**src/rtl/fifo_ctrl_wifi_pkg.sv**
```systemverilog
// rtl/fifo_ctrl_wifi_pkg.sv - shared defaults and types for the WiFi PHY FIFO sequencer
package fifo_ctrl_wifi_pkg;

    // Default geometry shared by the top and the pointer sub-module.
    localparam int DEF_ADDR_FIFO  = 8;
    localparam int DEF_DEPTH_FIFO = 200;
    localparam int DEF_AFULL_LVL  = 192;
    localparam int DEF_AEMPTY_LVL = 8;

    // Per-cycle operation, {write accepted, read accepted}.
    typedef enum logic [1:0] {
        OP_IDLE = 2'b00,
        OP_RD   = 2'b01,
        OP_WR   = 2'b10,
        OP_BOTH = 2'b11
    } fifo_op_t;

    function automatic fifo_op_t decode_op(input logic wr_acc, input logic rd_acc);
        return fifo_op_t'({wr_acc, rd_acc});
    endfunction

endpackage

```
**src/rtl/fifo_ctrl_wifi_ptr_wrap.sv**
```systemverilog
// rtl/fifo_ctrl_wifi_ptr_wrap.sv - RAM pointer that wraps explicitly at DEPTH-1
module fifo_ptr_wrap
    import fifo_ctrl_wifi_pkg::*;
#(
    parameter int ADDR_W = DEF_ADDR_FIFO,
    parameter int DEPTH  = DEF_DEPTH_FIFO
) (
    input  logic              clk,
    input  logic              rst_n,
    input  logic              inc,
    input  logic              clr,
    output logic [ADDR_W-1:0] ptr
);

    // Depth need not be a power of two, so the wrap point is compared, not masked.
    localparam logic [ADDR_W-1:0] LAST = ADDR_W'(DEPTH - 1);

    // Pointer register: clear beats increment, increment wraps to zero after LAST.
    always_ff @(posedge clk or negedge rst_n) begin
        if (!rst_n) begin
            ptr <= '0;
        end else if (clr) begin
            ptr <= '0;
        end else if (inc) begin
            ptr <= (ptr == LAST) ? '0 : ptr + ADDR_W'(1);
        end
    end

endmodule

```
**src/rtl/fifo_ctrl_wifi.sv**
```systemverilog
// rtl/fifo_ctrl_wifi.sv - pointer, occupancy and status sequencer for the WiFi PHY FIFO RAM
module fifo_ctrl_wifi
    import fifo_ctrl_wifi_pkg::*;
#(
    parameter int ADDR_FIFO  = DEF_ADDR_FIFO,
    parameter int DEPTH_FIFO = DEF_DEPTH_FIFO,
    parameter int AFULL_LVL  = DEF_AFULL_LVL,
    parameter int AEMPTY_LVL = DEF_AEMPTY_LVL
) (
    input  logic                 HCLK,
    input  logic                 HRESETn,
    input  logic                 wr_req,
    input  logic                 rd_req,
    input  logic                 flush,
    input  logic                 clr_err,
    output logic                 ram_w_en,
    output logic [ADDR_FIFO-1:0] ram_w_addr,
    output logic                 ram_r_en,
    output logic [ADDR_FIFO-1:0] ram_r_addr,
    output logic                 rd_valid,
    output logic [ADDR_FIFO:0]   count,
    output logic                 full,
    output logic                 empty,
    output logic                 almost_full,
    output logic                 almost_empty,
    output logic                 ovf,
    output logic                 udf
);

    localparam int CW = ADDR_FIFO + 1;
    localparam logic [CW-1:0] DEPTH_C  = CW'(DEPTH_FIFO);
    localparam logic [CW-1:0] AFULL_C  = CW'(AFULL_LVL);
    localparam logic [CW-1:0] AEMPTY_C = CW'(AEMPTY_LVL);

    generate
        if ((2 ** ADDR_FIFO) < DEPTH_FIFO) begin : g_bad_addr
            $error("fifo_ctrl_wifi: ADDR_FIFO too narrow for DEPTH_FIFO");
        end
        if (AFULL_LVL > DEPTH_FIFO) begin : g_bad_afull
            $error("fifo_ctrl_wifi: AFULL_LVL exceeds DEPTH_FIFO");
        end
    endgenerate

    logic            wr_acc;
    logic            rd_acc;
    fifo_op_t        op;
    logic [CW-1:0]   count_q;
    logic [CW-1:0]   count_d;
    logic            rd_valid_q;
    logic            ovf_q;
    logic            udf_q;

    // Accepts: full blocks writes and empty blocks reads regardless of the other side.
    assign wr_acc = wr_req & ~full & ~flush;
    assign rd_acc = rd_req & ~empty & ~flush;
    assign op     = decode_op(wr_acc, rd_acc);

    assign ram_w_en = wr_acc;
    assign ram_r_en = rd_acc;

    fifo_ptr_wrap #(
        .ADDR_W (ADDR_FIFO),
        .DEPTH  (DEPTH_FIFO)
    ) u_wr_ptr (
        .clk   (HCLK),
        .rst_n (HRESETn),
        .inc   (wr_acc),
        .clr   (flush),
        .ptr   (ram_w_addr)
    );

    fifo_ptr_wrap #(
        .ADDR_W (ADDR_FIFO),
        .DEPTH  (DEPTH_FIFO)
    ) u_rd_ptr (
        .clk   (HCLK),
        .rst_n (HRESETn),
        .inc   (rd_acc),
        .clr   (flush),
        .ptr   (ram_r_addr)
    );

    // Next occupancy: simultaneous accepts cancel out.
    always_comb begin
        count_d = count_q;
        case (op)
            OP_WR:   count_d = count_q + CW'(1);
            OP_RD:   count_d = count_q - CW'(1);
            default: count_d = count_q;
        endcase
    end

    // Occupancy and read-valid registers; flush empties the FIFO.
    always_ff @(posedge HCLK or negedge HRESETn) begin
        if (!HRESETn) begin
            count_q    <= '0;
            rd_valid_q <= 1'b0;
        end else if (flush) begin
            count_q    <= '0;
            rd_valid_q <= 1'b0;
        end else begin
            count_q    <= count_d;
            rd_valid_q <= rd_acc;
        end
    end

    // Sticky error flags: a new violation wins over a same-cycle clear.
    always_ff @(posedge HCLK or negedge HRESETn) begin
        if (!HRESETn) begin
            ovf_q <= 1'b0;
            udf_q <= 1'b0;
        end else begin
            if (wr_req & full & ~flush) begin
                ovf_q <= 1'b1;
            end else if (clr_err) begin
                ovf_q <= 1'b0;
            end
            if (rd_req & empty & ~flush) begin
                udf_q <= 1'b1;
            end else if (clr_err) begin
                udf_q <= 1'b0;
            end
        end
    end

    // Status flags decode the registered count, so they lag the accept edge by one cycle.
    assign count        = count_q;
    assign full         = (count_q == DEPTH_C);
    assign empty        = (count_q == '0);
    assign almost_full  = (count_q >= AFULL_C);
    assign almost_empty = (count_q <= AEMPTY_C);
    assign rd_valid     = rd_valid_q;
    assign ovf          = ovf_q;
    assign udf          = udf_q;

endmodule

```
**config.mk**
```make
export PLATFORM = sky130hd
export DESIGN_NAME = fifo_ctrl_wifi
export DESIGN_NICKNAME = d
export VERILOG_FILES = /design/src/rtl/fifo_ctrl_wifi_pkg.sv /design/src/rtl/fifo_ctrl_wifi_ptr_wrap.sv /design/src/rtl/fifo_ctrl_wifi.sv
export SDC_FILE = /design/constraint.sdc
export NUM_CORES = 1
export LEC_CHECK = 0
export ABC_CLOCK_PERIOD_IN_PS = 3400
export BUFFER_PORTS_ARGS = -buffer_cell sky130_fd_sc_hd__clkbuf_2
export CORE_MARGIN = 1
export CORE_UTILIZATION = 50
export CTS_BUF_LIST = sky130_fd_sc_hd__clkbuf_4
export DETAILED_ROUTE_END_ITERATION = 8
export PLACE_DENSITY_LB_ADDON = 0.12
export SYNTH_ARGS = -nofsm -noshare
export SYNTH_HDL_FRONTEND = slang
export SYNTH_SLANG_ARGS = --single-unit
```
**constraint.sdc**
```tcl
create_clock -name HCLK -period 3.4 [get_ports HCLK]
set_clock_uncertainty 0.1 [all_clocks]
set_input_delay 0.34 -clock HCLK [delete_from_list [all_inputs] [get_ports HCLK]]
set_output_delay 0.34 -clock HCLK [all_outputs]
set_load 0.02 [all_outputs]
```
==> results of run 1 <==
-- kinds of logic (layout without fill, tap and decap cells) --
group / Yosys count / count (layout) / share of synthesized area [%]
and+or+nand+nor: 79 / 79 / 23.4
AOI/OAI and AO/OA: 46 / 46 / 17.1
DFF: 28 / 28 / 39.3
buffers and inverters: 13 / 57 / 3.16
adders and majority gates: 10 / 10 / 7.44
xor gates and xnor gates: 10 / 10 / 4.92
muxes: 8 / 8 / 4.71
-- placed cells by master, fill, tap and decap left out, types with 9 or more instances in the layout --
cell	instances
clkbuf_2	39
dfrtp_1	27
nor2_1	20
o21ai_0	17
nand2_1	14
nand3_1	12
a21oi_1	10
inv_1	9
ha_1	9
-- state kept, by name, summed over array words and instances, names as in the netlist --
register      cells
ovf               1
udf               1
u_rd_ptr.ptr      8
u_wr_ptr.ptr      8
count             9
rd_valid          1
-- layout make-up --
| class | count | share of cell area (%) |
|---|---|---|
| Clock buffer | 3 | 1.08 |
| Clock inverter | 1 | 0.180 |
| Tap cell | 46 | 2.75 |
| Multi-Input combinational cell | 153 | 49.7 |
| Sequential cell | 28 | 33.6 |
| Timing Repair Buffer | 43 | 10.9 |
| Inverter | 10 | 1.80 |
-- per-stage QoR --
step           util, %  instance area (um^2)
6_report          62.2                  2090
5_1_grt           62.2                  2090
4_1_cts           61.7                  2080
3_5_place_dp      60.6                  2040
3_3_place_gp      60.6                  2040
2_1_floorplan        -                  1780
-- worst max-delay path, cell delays in order (launching register included) --
cell      delay, ps
dfrtp_1         480
or3_1           480
o31ai_4         250
and2_4          240
ha_1            320
a21o_1          180
a21o_1          180
a221oi_2        280
mux2i_1         230
mux2_1          330
-- per-layer routing --
| layer | global-route usage [%] | up-vias | routed length (um) |
|---|---|---|---|
| met5 | 0 | - | 0 |
| met4 | 3.49 | 0 | 16 |
| met3 | 4.97 | 2 | 175 |
| met2 | 33.2 | 39 | 1660 |
| met1 | 30.3 | 728 | 1860 |
| li1 | - | 788 | - |
-- power breakdown --
| group | leakage (uW) | switching (uW) | internal, uW |
|---|---|---|---|
| sequential | 0.000382 | 45.3 | 365 |
| clock | 0.0000154 | 96.0 | 43.1 |
| combinational | 0.000642 | 242 | 148 |
-- worst max-delay path by stage --
stage	depth (start not counted)	slack, ps	end
floorplan	9	70	count[8]
global placement	10	160	count[8]
detailed placement	10	120	count[8]
CTS	10	90	count[8]
global route	9	90	count[8]
finish	9	250	count[8]
-- timing repair --
| item | CTS | global route |
|---|---|---|
| endpoints found under the hold margin | 28 | 0 |
| hold buffers | 1 | 0 |
| endpoints found under the setup margin | 0 | 1 |
| gates resized for setup | 0 | 4 |
==> reports/summary.json, run 1 <==
{
  "setup-violations-final": 0,
  "hold_path.startpoint": "clr_err",
  "mappedNetlistArea_um2": 1780,
  "grt_use_total_pct": 21.1,
  "regToRegStartpoint": "count[1]",
  "gpl.final_weighted_congestion": 0.798,
  "max_slew.worst_pin.slew_ps": 1190,
  "outcome": "finished clean",
  "min_delay_worst_endpoint": "ovf",
  "crit-reg2reg-capture": "count[8]",
  "ff2ff_path_depth": 9,
  "cellPowerDensity_nw_per_um2": 449,
  "clock.fmax_ghz": 0.317,
  "path_clk_slew_ps": 150,
  "cts_buffers": 3,
  "postCtsSetupBuffers": 0,
  "post_drt_via_cell_ratio": 5.48,
  "slew-limit-headroom_pct": 20.2,
  "yosys_warnings": 0,
  "clock_tree.buffer_depth": 2,
  "worstSetupStartpoint": "count[1]",
  "cts.sink_count": 28,
  "post-synth-top-area-cell": "dfrtp_1",
  "portbufs": 39,
  "critPathLaunchType": "register",
  "static-leakage-power_uw": 0.00104,
  "combined_area_of_the_multi_input_logic_cells_um2": 1040,
  "tritoncts": "done",
  "fin_setup_tns_ps": 0,
  "detail-route-antenna-nets": 0,
  "synth_seq_area_share_pct": 39.3,
  "crit_arrival_ps": 3280,
  "dp_slack_ps": 116,
  "num_antenna_cells": 0,
  "cts-htree-levels": 1,
  "postRouteWirelength_um": 3720,
  "layoutNonFillerInstCount": 284,
  "synthFlopType": "dfrtp_1",
  "floorplan.io_pins": 40,
  "die_width_um": 61.7,
  "synth_nets": 210,
  "grt_first_pass_wirelength_um": 5890,
  "report.final.slew_viol_count": 0,
  "overflow": 0,
  "remaining_drc_errors": 0,
  "die_height_um": 61.7,
  "syn_avg_cell_area_um2": 9.18,
  "hold_viol_final": 0,
  "antenna_found_initial": 0,
  "hold_slack_ps": 121,
  "critical_path_peak_fanout": 10,
  "post_route_cells_drive_above_1_share_pct": 24.4,
  "ys_top_cells_by_count": "dfrtp_1, nor2_1, o21ai_0",
  "row_count": 21,
  "hold_path_depth": 2,
  "design.die.area_um2": 3810,
  "power_uw": 939,
  "ir_drop_mv": 0.298,
  "final.min_clock_period_ps": 3150,
  "detail_route.wl_per_cell_um": 13.1,
  "fillCellCount": 317,
  "maxCapViolations": 0,
  "grt_max_degree": 29,
  "netlist_instances": 194,
  "synth_largest_type_area_fraction_pct": 39.3,
  "critPathKind": "register to register",
  "synth_enable_flop_cells": 0,
  "synth_cell_type_count": 45,
  "initial_utilization_pct": 53.0,
  "setup_repair_after_global_routing_missed_its_margin": "no",
  "dr.pass1.iters": 4,
  "critPathCaptureType": "register",
  "rrSetupSlack_ps": 250,
  "placeableCoreArea_um2": 3360,
  "layout-area-overhead-vs-synth_pct": 17.3,
  "asyncSetResetFlopFracSynth_pct": 100,
  "dp.cells": 279,
  "drt_iter0_drc": 106,
  "timing.final.ws_setup_ps": 245,
  "route.vias.total": 1557,
  "timing.final.crit_share_pct": 92.8,
  "clockRootBuffer": "clkbuf_4",
  "clock_insertion_delay_worst_skew_ps": 320,
  "grt_pass1_vias": 1297,
  "area.sequential_um2": 702,
  "post-synth-top-count-cell": "dfrtp_1",
  "required_time_at_the_endpoint_of_the_critical_path_ps": 3530,
  "synth.area.top_cells": "dfrtp_1, ha_1, o21ai_0, nor2_1, nand3_1",
  "register_bit_count_reported_by_yosys": 28,
  "dp_hpwl_um": 2800,
  "finish.net_count": 255,
  "timing.hold.worst.class": "primary input to register"
}
No activity file was read; power rests on OpenSTA's default activity.
==> run 2, diff against run 1 <==
--- a/config.mk
+++ b/config.mk
@@ -12,6 +12,7 @@
 export CTS_BUF_LIST = sky130_fd_sc_hd__clkbuf_4
 export DETAILED_ROUTE_END_ITERATION = 8
 export PLACE_DENSITY_LB_ADDON = 0.12
+export RECOVER_POWER = 50
 export SYNTH_ARGS = -nofsm -noshare
 export SYNTH_HDL_FRONTEND = slang
 export SYNTH_SLANG_ARGS = --single-unit
==> reports/summary.json, run 2 (synthesized netlist as in run 1, its figures left out) <==
{
  "clock.fmax": {"value": 0.316, "unit": "GHz", "change": "was 0.317 GHz"},
  "critPathKind": {"value": "register to register", "change": "unchanged"},
  "tritoncts": {"value": "done", "change": "unchanged"},
  "grt_first_pass_wirelength": {"value": 5890, "unit": "um", "change": "unchanged"},
  "maxCapViolations": {"value": 0, "change": "unchanged"},
  "post_drt_via_cell_ratio": {"value": 5.51, "change": "was 5.48"},
  "cp_num_cells": {"value": 9, "change": "unchanged"},
  "max_slew.worst_pin.slew": {"value": 1480, "unit": "ps", "change": "was 1190 ps"},
  "outcome": {"value": "finished clean", "change": "unchanged"},
  "initial_utilization": {"value": 53.0, "unit": "%", "change": "unchanged"},
  "postRouteWirelength": {"value": 3730, "unit": "um", "change": "was 3720 um"},
  "hold_viol_final": {"value": 0, "change": "unchanged"},
  "layout-area-overhead-vs-synth": {"value": 16.2, "unit": "%", "change": "was 17.3%"},
  "setup_repair_after_global_routing_missed_its_margin": {"value": "no", "change": "unchanged"},
  "report.final.slew_viol_count": {"value": 0, "change": "unchanged"},
  "fillCellCount": {"value": 322, "change": "was 317"},
  "cell_seen_most_often_among_critical_path_stages": {"value": "a21o_1", "change": "unchanged"},
  "utilization_after_layout": {"value": 61.5, "unit": "%", "change": "was 62.2%"},
  "design.die.area": {"value": 3810, "unit": "um^2", "change": "unchanged"},
  "crit_family": {"value": "compound AO/OA/AOI/OAI gates", "change": "unchanged"},
  "post_route_cells_drive_above_1_share": {"value": 17.2, "unit": "%", "change": "was 24.4%"},
  "endpoint": {"value": "count[8]", "change": "unchanged"},
  "num_antenna_cells": {"value": 0, "change": "unchanged"},
  "layout.cells.most_common_list": {"value": "dfrtp_1, clkbuf_2, nor2_1", "change": "was clkbuf_2, dfrtp_1, nor2_1"},
  "dp_hpwl": {"value": 2800, "unit": "um", "change": "unchanged"},
  "dr.pass1.iters": {"value": 4, "change": "unchanged"},
  "final.min_clock_period": {"value": 3160, "unit": "ps", "change": "was 3150 ps"},
  "detail-route-antenna-nets": {"value": 0, "change": "unchanged"},
  "fin_setup_tns": {"value": 0, "unit": "ps", "change": "unchanged"},
  "slew-limit-headroom": {"value": 1.18, "unit": "%", "change": "was 20.2%"},
  "die_height": {"value": 61.7, "unit": "um", "change": "unchanged"},
  "cp_slowest_stage_delay": {"value": 480, "unit": "ps", "change": "about the same"},
  "clock_tree.buffer_depth": {"value": 2, "change": "unchanged"},
  "drt_iter0_drc": {"value": 108, "change": "was 106"},
  "setup-violations-final": {"value": 0, "change": "unchanged"},
  "placeableCoreArea": {"value": 3360, "unit": "um^2", "change": "unchanged"},
  "overflow": {"value": 0, "change": "unchanged"},
  "timing.hold.worst.class": {"value": "primary input to register", "change": "unchanged"},
  "finish.net_count": {"value": 255, "change": "unchanged"},
  "portbufs": {"value": 39, "change": "unchanged"},
  "number_of_buffers_and_inverters_on_the_critical_path": {"value": 0, "change": "unchanged"},
  "grt_pass1_vias": {"value": 1297, "change": "unchanged"},
  "gpl.final_weighted_congestion": {"value": 0.798, "change": "unchanged"},
  "rrSetupSlack": {"value": 240, "unit": "ps", "change": "was 250 ps"},
  "crit-reg2reg-capture": {"value": "count[8]", "change": "unchanged"},
  "row_count": {"value": 21, "change": "unchanged"},
  "clockRootBuffer": {"value": "clkbuf_4", "change": "unchanged"},
  "critPathLaunchType": {"value": "register", "change": "unchanged"},
  "critical_path_peak_fanout": {"value": 10, "change": "unchanged"},
  "worst_path_max_delay_cell": {"value": "dfrtp_1", "change": "unchanged"},
  "cells_along_the_critical_path": {"value": "or3_1, o31ai_4, and2_4, ha_1, a21o_1, a21o_1, a221oi_2, mux2i_1, mux2_1", "change": "unchanged"},
  "static-leakage-power": {"value": 0.000981, "unit": "uW", "change": "was 0.00104 uW"},
  "cts_buffers": {"value": 3, "change": "unchanged"},
  "cellPowerDensity": {"value": 452, "unit": "nW/um^2", "change": "was 449 nW/um^2"},
  "critPathCaptureType": {"value": "register", "change": "unchanged"},
  "remaining_drc_errors": {"value": 0, "change": "unchanged"},
  "required_time_at_the_endpoint_of_the_critical_path": {"value": 3530, "unit": "ps", "change": "about the same"},
  "crit_arrival": {"value": 3290, "unit": "ps", "change": "was 3280 ps"},
  "final_common_cell": {"value": "dfrtp_1", "change": "was clkbuf_2"},
  "grt_use_total": {"value": 21.1, "unit": "%", "change": "unchanged"},
  "path_clk_slew": {"value": 150, "unit": "ps", "change": "about the same"},
  "cts.sink_count": {"value": 28, "change": "unchanged"},
  "largest_register_ff_count": {"value": 9, "change": "unchanged"},
  "worstSetupStartpoint": {"value": "count[1]", "change": "unchanged"},
  "ir_drop": {"value": 0.295, "unit": "mV", "change": "was 0.298 mV"},
  "antenna_found_initial": {"value": 0, "change": "unchanged"},
  "regToRegStartpoint": {"value": "count[1]", "change": "unchanged"},
  "floorplan.io_pins": {"value": 40, "change": "unchanged"},
  "timing.final.crit_share": {"value": 93.1, "unit": "%", "change": "was 92.8%"},
  "detail_route.wl_per_cell": {"value": 13.1, "unit": "um", "change": "about the same"},
  "hold_path.startpoint": {"value": "clr_err", "change": "unchanged"},
  "cts-htree-levels": {"value": 1, "change": "unchanged"},
  "route.vias.total": {"value": 1565, "change": "was 1557"},
  "ff2ff_path_depth": {"value": 9, "change": "unchanged"},
  "die_width": {"value": 61.7, "unit": "um", "change": "unchanged"},
  "grt_max_degree": {"value": 29, "change": "unchanged"},
  "clock_insertion_delay_worst_skew": {"value": 320, "unit": "ps", "change": "about the same"}
}
-- run 2: cell counts in the layout (fill, tap and decap cells not counted) --
No cell type changed its count.
-- run 2: final cells by class --
class                   instances  area (um^2)  area share, %
well taps                      46         57.6           2.78
repair buffers                 43          206           9.98
clock buffers                   3         22.5           1.09
clock inverters                 1         3.75          0.181
flip-flops and latches         28          702           33.9
inverters                      10         37.5           1.81
multi-input cells             153         1040           50.2
-- run 2: worst register-to-register path, cell delays in order, from the launching register on --
cell and delay, ps:
dfrtp_1 480, or3_1 480, o31ai_4 250, and2_4 240, ha_1 320, a21o_1 190, a21o_1 180, a221oi_2 280
mux2i_1 230, mux2_1 330
-- run 2: how the worst min path moves through the flow --
stage / end / slack [ps] / cells past startpoint
final: ovf / 120 / 2
after global routing: ovf / 120 / 2
after CTS: ovf / 110 / 2
after detailed placement: count[7] / 320 / 1
after global placement: count[7] / 320 / 1
after floorplan: count[0] / -60 / 0
-- run 2: what timing repair did --
item / CTS / global route
endpoints found under the setup margin: 0 / 1
hold endpoints to repair: 28 / 0
hold buffers: 1 / 0
buffers inserted: 0 / 0
gates resized for setup: 0 / 4
-- run 2: power breakdown --
| group | switching, uW | internal [uW] | leakage, uW | total [uW] |
|---|---|---|---|---|
| Combinational | 242 | 144 | 0.000584 | 386 |
| Clock | 95.9 | 43.1 | 0.0000154 | 139 |
| Sequential | 44.7 | 365 | 0.000382 | 410 |
-- run 2: per-layer routing --
| metal | GRT usage (%) | share of wire (%) | wire length [um] | vias up |
|---|---|---|---|---|
| li1 | - | - | - | 788 |
| met1 | 30.3 | 50 | 1880 | 731 |
| met2 | 33.2 | 44 | 1660 | 44 |
| met3 | 4.97 | 5.0 | 185 | 2 |
| met5 | 0 | 0 | 0 | - |
| met4 | 3.49 | 0.43 | 16 | 0 |
-- run 2: per-stage QoR --
| stage | area [um^2] | total power, uW | worst slack [ps] | cells | hold slack (ps) |
|---|---|---|---|---|---|
| global placement | 2040 | 799 | 163 | 279 | 321 |
| global route | 2070 | 1000 | 86.0 | 284 | 118 |
| detailed placement | 2040 | 800 | 116 | 279 | 322 |
| CTS | 2080 | 941 | 92.6 | 284 | 111 |
| floorplan | 1780 | 690 | 73.4 | 194 | -55.6 |
| finish | 2070 | 935 | 236 | 284 | 121 |
==> run 3, diff against run 2 <==
--- a/config.mk
+++ b/config.mk
@@ -6,7 +6,7 @@
 export NUM_CORES = 1
 export LEC_CHECK = 0
 export ABC_CLOCK_PERIOD_IN_PS = 3400
-export BUFFER_PORTS_ARGS = -buffer_cell sky130_fd_sc_hd__clkbuf_2
+export BUFFER_PORTS_ARGS = -buffer_cell sky130_fd_sc_hd__buf_2
 export CORE_MARGIN = 1
 export CORE_UTILIZATION = 50
 export CTS_BUF_LIST = sky130_fd_sc_hd__clkbuf_4
==> reports/summary.json, run 3 (synthesized netlist as in run 1, its figures left out) <==
{
  "slew-limit-headroom": {"value": -0.565, "unit": "%", "change": "was 1.18%"},
  "hold_viol_final": {"value": 0, "change": "unchanged"},
  "layout-area-overhead-vs-synth": {"value": 17.1, "unit": "%", "change": "was 16.2%"},
  "report.final.slew_viol_count": {"value": 29, "change": "was 0"},
  "layout.cells.most_common_list": {"value": "dfrtp_1, buf_2, nor2_1", "change": "was dfrtp_1, clkbuf_2, nor2_1"},
  "timing.final.ws_setup": {"value": 194, "unit": "ps", "change": "was 236 ps"},
  "p_clk_share": {"value": 15.0, "unit": "%", "change": "was 14.9%"},
  "grt_max_degree": {"value": 29, "change": "unchanged"},
  "detail-route-antenna-nets": {"value": 0, "change": "unchanged"},
  "placeableCoreArea": {"value": 3360, "unit": "um^2", "change": "unchanged"},
  "detail_route.wl_per_cell": {"value": 14.0, "unit": "um", "change": "was 13.1 um"},
  "cts.sink_count": {"value": 28, "change": "unchanged"},
  "power.internal": {"value": 559, "unit": "uW", "change": "was 552 uW"},
  "ir_drop": {"value": 0.335, "unit": "mV", "change": "was 0.295 mV"},
  "initial_utilization": {"value": 53.0, "unit": "%", "change": "unchanged"},
  "maxCapViolations": {"value": 1, "change": "was 0"},
  "route.vias.total": {"value": 1588, "change": "was 1565"},
  "grt_first_pass_wirelength": {"value": 6190, "unit": "um", "change": "was 5890 um"},
  "overflow": {"value": 0, "change": "unchanged"},
  "clock_insertion_delay_worst_skew": {"value": 330, "unit": "ps", "change": "was 320 ps"},
  "drt_iter0_drc": {"value": 89, "change": "was 108"},
  "grt_use_total": {"value": 22.1, "unit": "%", "change": "was 21.1%"},
  "fillCellCount": {"value": 329, "change": "was 322"},
  "outcome": {"value": "complete, but fails checks", "change": "was finished clean"},
  "cts-htree-levels": {"value": 1, "change": "unchanged"},
  "cp_slowest_stage_delay": {"value": 480, "unit": "ps", "change": "about the same"},
  "utilization_after_layout": {"value": 62.1, "unit": "%", "change": "was 61.5%"},
  "clockRootBuffer": {"value": "clkbuf_4", "change": "unchanged"},
  "post_drt_via_cell_ratio": {"value": 5.55, "change": "was 5.51"},
  "cell_seen_most_often_among_critical_path_stages": {"value": "a21o_1", "change": "unchanged"},
  "cts_buffers": {"value": 3, "change": "unchanged"},
  "max_slew.worst_pin.slew": {"value": 1510, "unit": "ps", "change": "was 1480 ps"},
  "tritoncts": {"value": "done", "change": "unchanged"},
  "portbufs": {"value": 39, "change": "unchanged"},
  "critPathLaunchType": {"value": "register", "change": "unchanged"},
  "row_count": {"value": 21, "change": "unchanged"},
  "final.min_clock_period": {"value": 3210, "unit": "ps", "change": "was 3160 ps"},
  "critical_path_peak_fanout": {"value": 10, "change": "unchanged"},
  "die_width": {"value": 61.7, "unit": "um", "change": "unchanged"},
  "remaining_drc_errors": {"value": 0, "change": "unchanged"},
  "crit_arrival": {"value": 3340, "unit": "ps", "change": "was 3290 ps"},
  "power.switching": {"value": 390, "unit": "uW", "change": "was 382 uW"},
  "dr.pass1.iters": {"value": 4, "change": "unchanged"},
  "switching_share": {"value": 41.1, "unit": "%", "change": "was 40.9%"},
  "final_common_cell": {"value": "dfrtp_1", "change": "unchanged"},
  "timing.hold.worst.class": {"value": "primary input to register", "change": "unchanged"},
  "cellPowerDensity": {"value": 454, "unit": "nW/um^2", "change": "was 452 nW/um^2"},
  "die_height": {"value": 61.7, "unit": "um", "change": "unchanged"},
  "static-leakage-power": {"value": 0.00101, "unit": "uW", "change": "was 0.000981 uW"},
  "number_of_buffers_and_inverters_on_the_critical_path": {"value": 0, "change": "unchanged"},
  "clock.fmax": {"value": 0.312, "unit": "GHz", "change": "was 0.316 GHz"},
  "gpl.final_weighted_congestion": {"value": 0.790, "change": "was 0.798"},
  "design.die.area": {"value": 3810, "unit": "um^2", "change": "unchanged"},
  "grt_pass1_vias": {"value": 1365, "change": "was 1297"},
  "setup-violations-final": {"value": 0, "change": "unchanged"},
  "floorplan.io_pins": {"value": 40, "change": "unchanged"},
  "timing.final.crit_share": {"value": 94.3, "unit": "%", "change": "was 93.1%"},
  "share_seq_of_total_power": {"value": 42.9, "unit": "%", "change": "was 43.9%"},
  "num_antenna_cells": {"value": 0, "change": "unchanged"},
  "failed_checks": "max-capacitance violations, max-slew violations",
  "critPathKind": {"value": "register to register", "change": "unchanged"},
  "dp_hpwl": {"value": 2990, "unit": "um", "change": "was 2800 um"},
  "critPathCaptureType": {"value": "register", "change": "unchanged"},
  "finish.net_count": {"value": 257, "change": "was 255"},
  "combinationalPowerShare": {"value": 42.1, "unit": "%", "change": "was 41.3%"},
  "post_route_cells_drive_above_1_share": {"value": 18.3, "unit": "%", "change": "was 17.2%"},
  "fin_setup_tns": {"value": 0, "unit": "ps", "change": "unchanged"},
  "largest_register_ff_count": {"value": 9, "change": "unchanged"},
  "postCtsSetupBuffers": {"value": 0, "change": "unchanged"},
  "cells_along_the_critical_path": {"value": "or3_1, o31ai_4, and2_4, ha_1, a21o_1, a21o_1, a221oi_2, mux2i_1, mux2_1", "change": "unchanged"},
  "dp_slack": {"value": 65.5, "unit": "ps", "change": "was 116 ps"},
  "antenna_found_initial": {"value": 0, "change": "unchanged"},
  "required_time_at_the_endpoint_of_the_critical_path": {"value": 3530, "unit": "ps", "change": "about the same"},
  "postRouteWirelength": {"value": 3990, "unit": "um", "change": "was 3730 um"},
  "path_clk_slew": {"value": 150, "unit": "ps", "change": "about the same"},
  "setup_repair_after_global_routing_missed_its_margin": {"value": "no", "change": "unchanged"},
  "hold_slack": {"value": 109, "unit": "ps", "change": "was 121 ps"},
  "clock_tree.buffer_depth": {"value": 2, "change": "unchanged"},
  "worst_path_max_delay_cell": {"value": "dfrtp_2", "change": "was dfrtp_1"},
  "crit_family": {"value": "compound AO/OA/AOI/OAI gates", "change": "unchanged"}
}
==> run 3: cell types whose count changed in the layout (fill, tap and decap cells not counted) <==
| cell | before | now |
|---|---|---|
| inv_2 | 1 | 0 |
| clkbuf_1 | 17 | 15 |
| clkbuf_2 | 22 | 0 |
| buf_4 | 3 | 5 |
| buf_2 | 0 | 24 |
| inv_1 | 9 | 10 |
==> run 3: final cells by class <==
type / count / area (um^2) / share of cell area, %
Clock buffer: 3 / 22.5 / 1.08
Timing Repair Buffer: 45 / 224 / 10.7
Multi-Input combinational cell: 153 / 1040 / 49.8
Inverter: 10 / 37.5 / 1.80
Tap cell: 46 / 57.6 / 2.76
Sequential cell: 28 / 702 / 33.6
Clock inverter: 1 / 3.75 / 0.180
==> run 3: metrics by stage <==
| stage | cells | cell area, um^2 | total power [uW] |
|---|---|---|---|
| detailed placement | 281 | 2050 | 810 |
| global placement | 281 | 2050 | 803 |
| CTS | 286 | 2090 | 951 |
| global route | 286 | 2090 | 1020 |
| floorplan | 194 | 1780 | 690 |
| finish | 286 | 2090 | 949 |
==> run 3: per-layer routing <==
metal | global-route usage (%) | vias to the layer above | wire length, um | share of wire [%]
li1 | - | 789 | - | -
met1 | 31.5 | 751 | 1930 | 48
met2 | 34.9 | 46 | 1860 | 46
met3 | 5.18 | 2 | 190 | 4.8
met4 | 3.81 | 0 | 18 | 0.45
met5 | 0 | - | 0 | 0
==> run 3: repair_timing <==
item                                   in CTS  in global routing
endpoints found under the hold margin      28                  0
hold buffers                                1                  0
setup endpoints to repair                   0                  1
gates resized for setup                     0                  4
==> run 3: worst reg2reg max path, stage by stage (launching register included) <==
cell and delay, ps:
dfrtp_2 480, or3_1 470, o31ai_4 260, and2_4 240, ha_1 320, a21o_1 190, a21o_1 180, a221oi_2 300
mux2i_1 230, mux2_1 340
==> run 3: path summary, 6_finish.rpt <==
check / cells past startpoint / startpoint / slack [ps] / endpoint
min reg2reg: 2 / udf / 460 / udf
max reg2reg: 9 / count[1] / 190 / count[8]
min: 2 / clr_err / 110 / ovf
max in group asynchronous: 2 / HRESETn / 1440 / count[1]
max: 9 / count[1] / 190 / count[8]
min in group asynchronous: 2 / HRESETn / 780 / count[5]
==> run 3: power by group through the flow <==
| stage | clock network (uW) | logic [uW] | registers (uW) |
|---|---|---|---|
| 2_1_floorplan | 0 | 242 | 448 |
| 4_1_cts | 145 | 403 | 403 |
| 3_3_place_gp | 0 | 393 | 409 |
| 3_5_place_dp | 0 | 400 | 410 |
| 6_report | 143 | 399 | 407 |
| 5_1_grt | 161 | 444 | 412 |
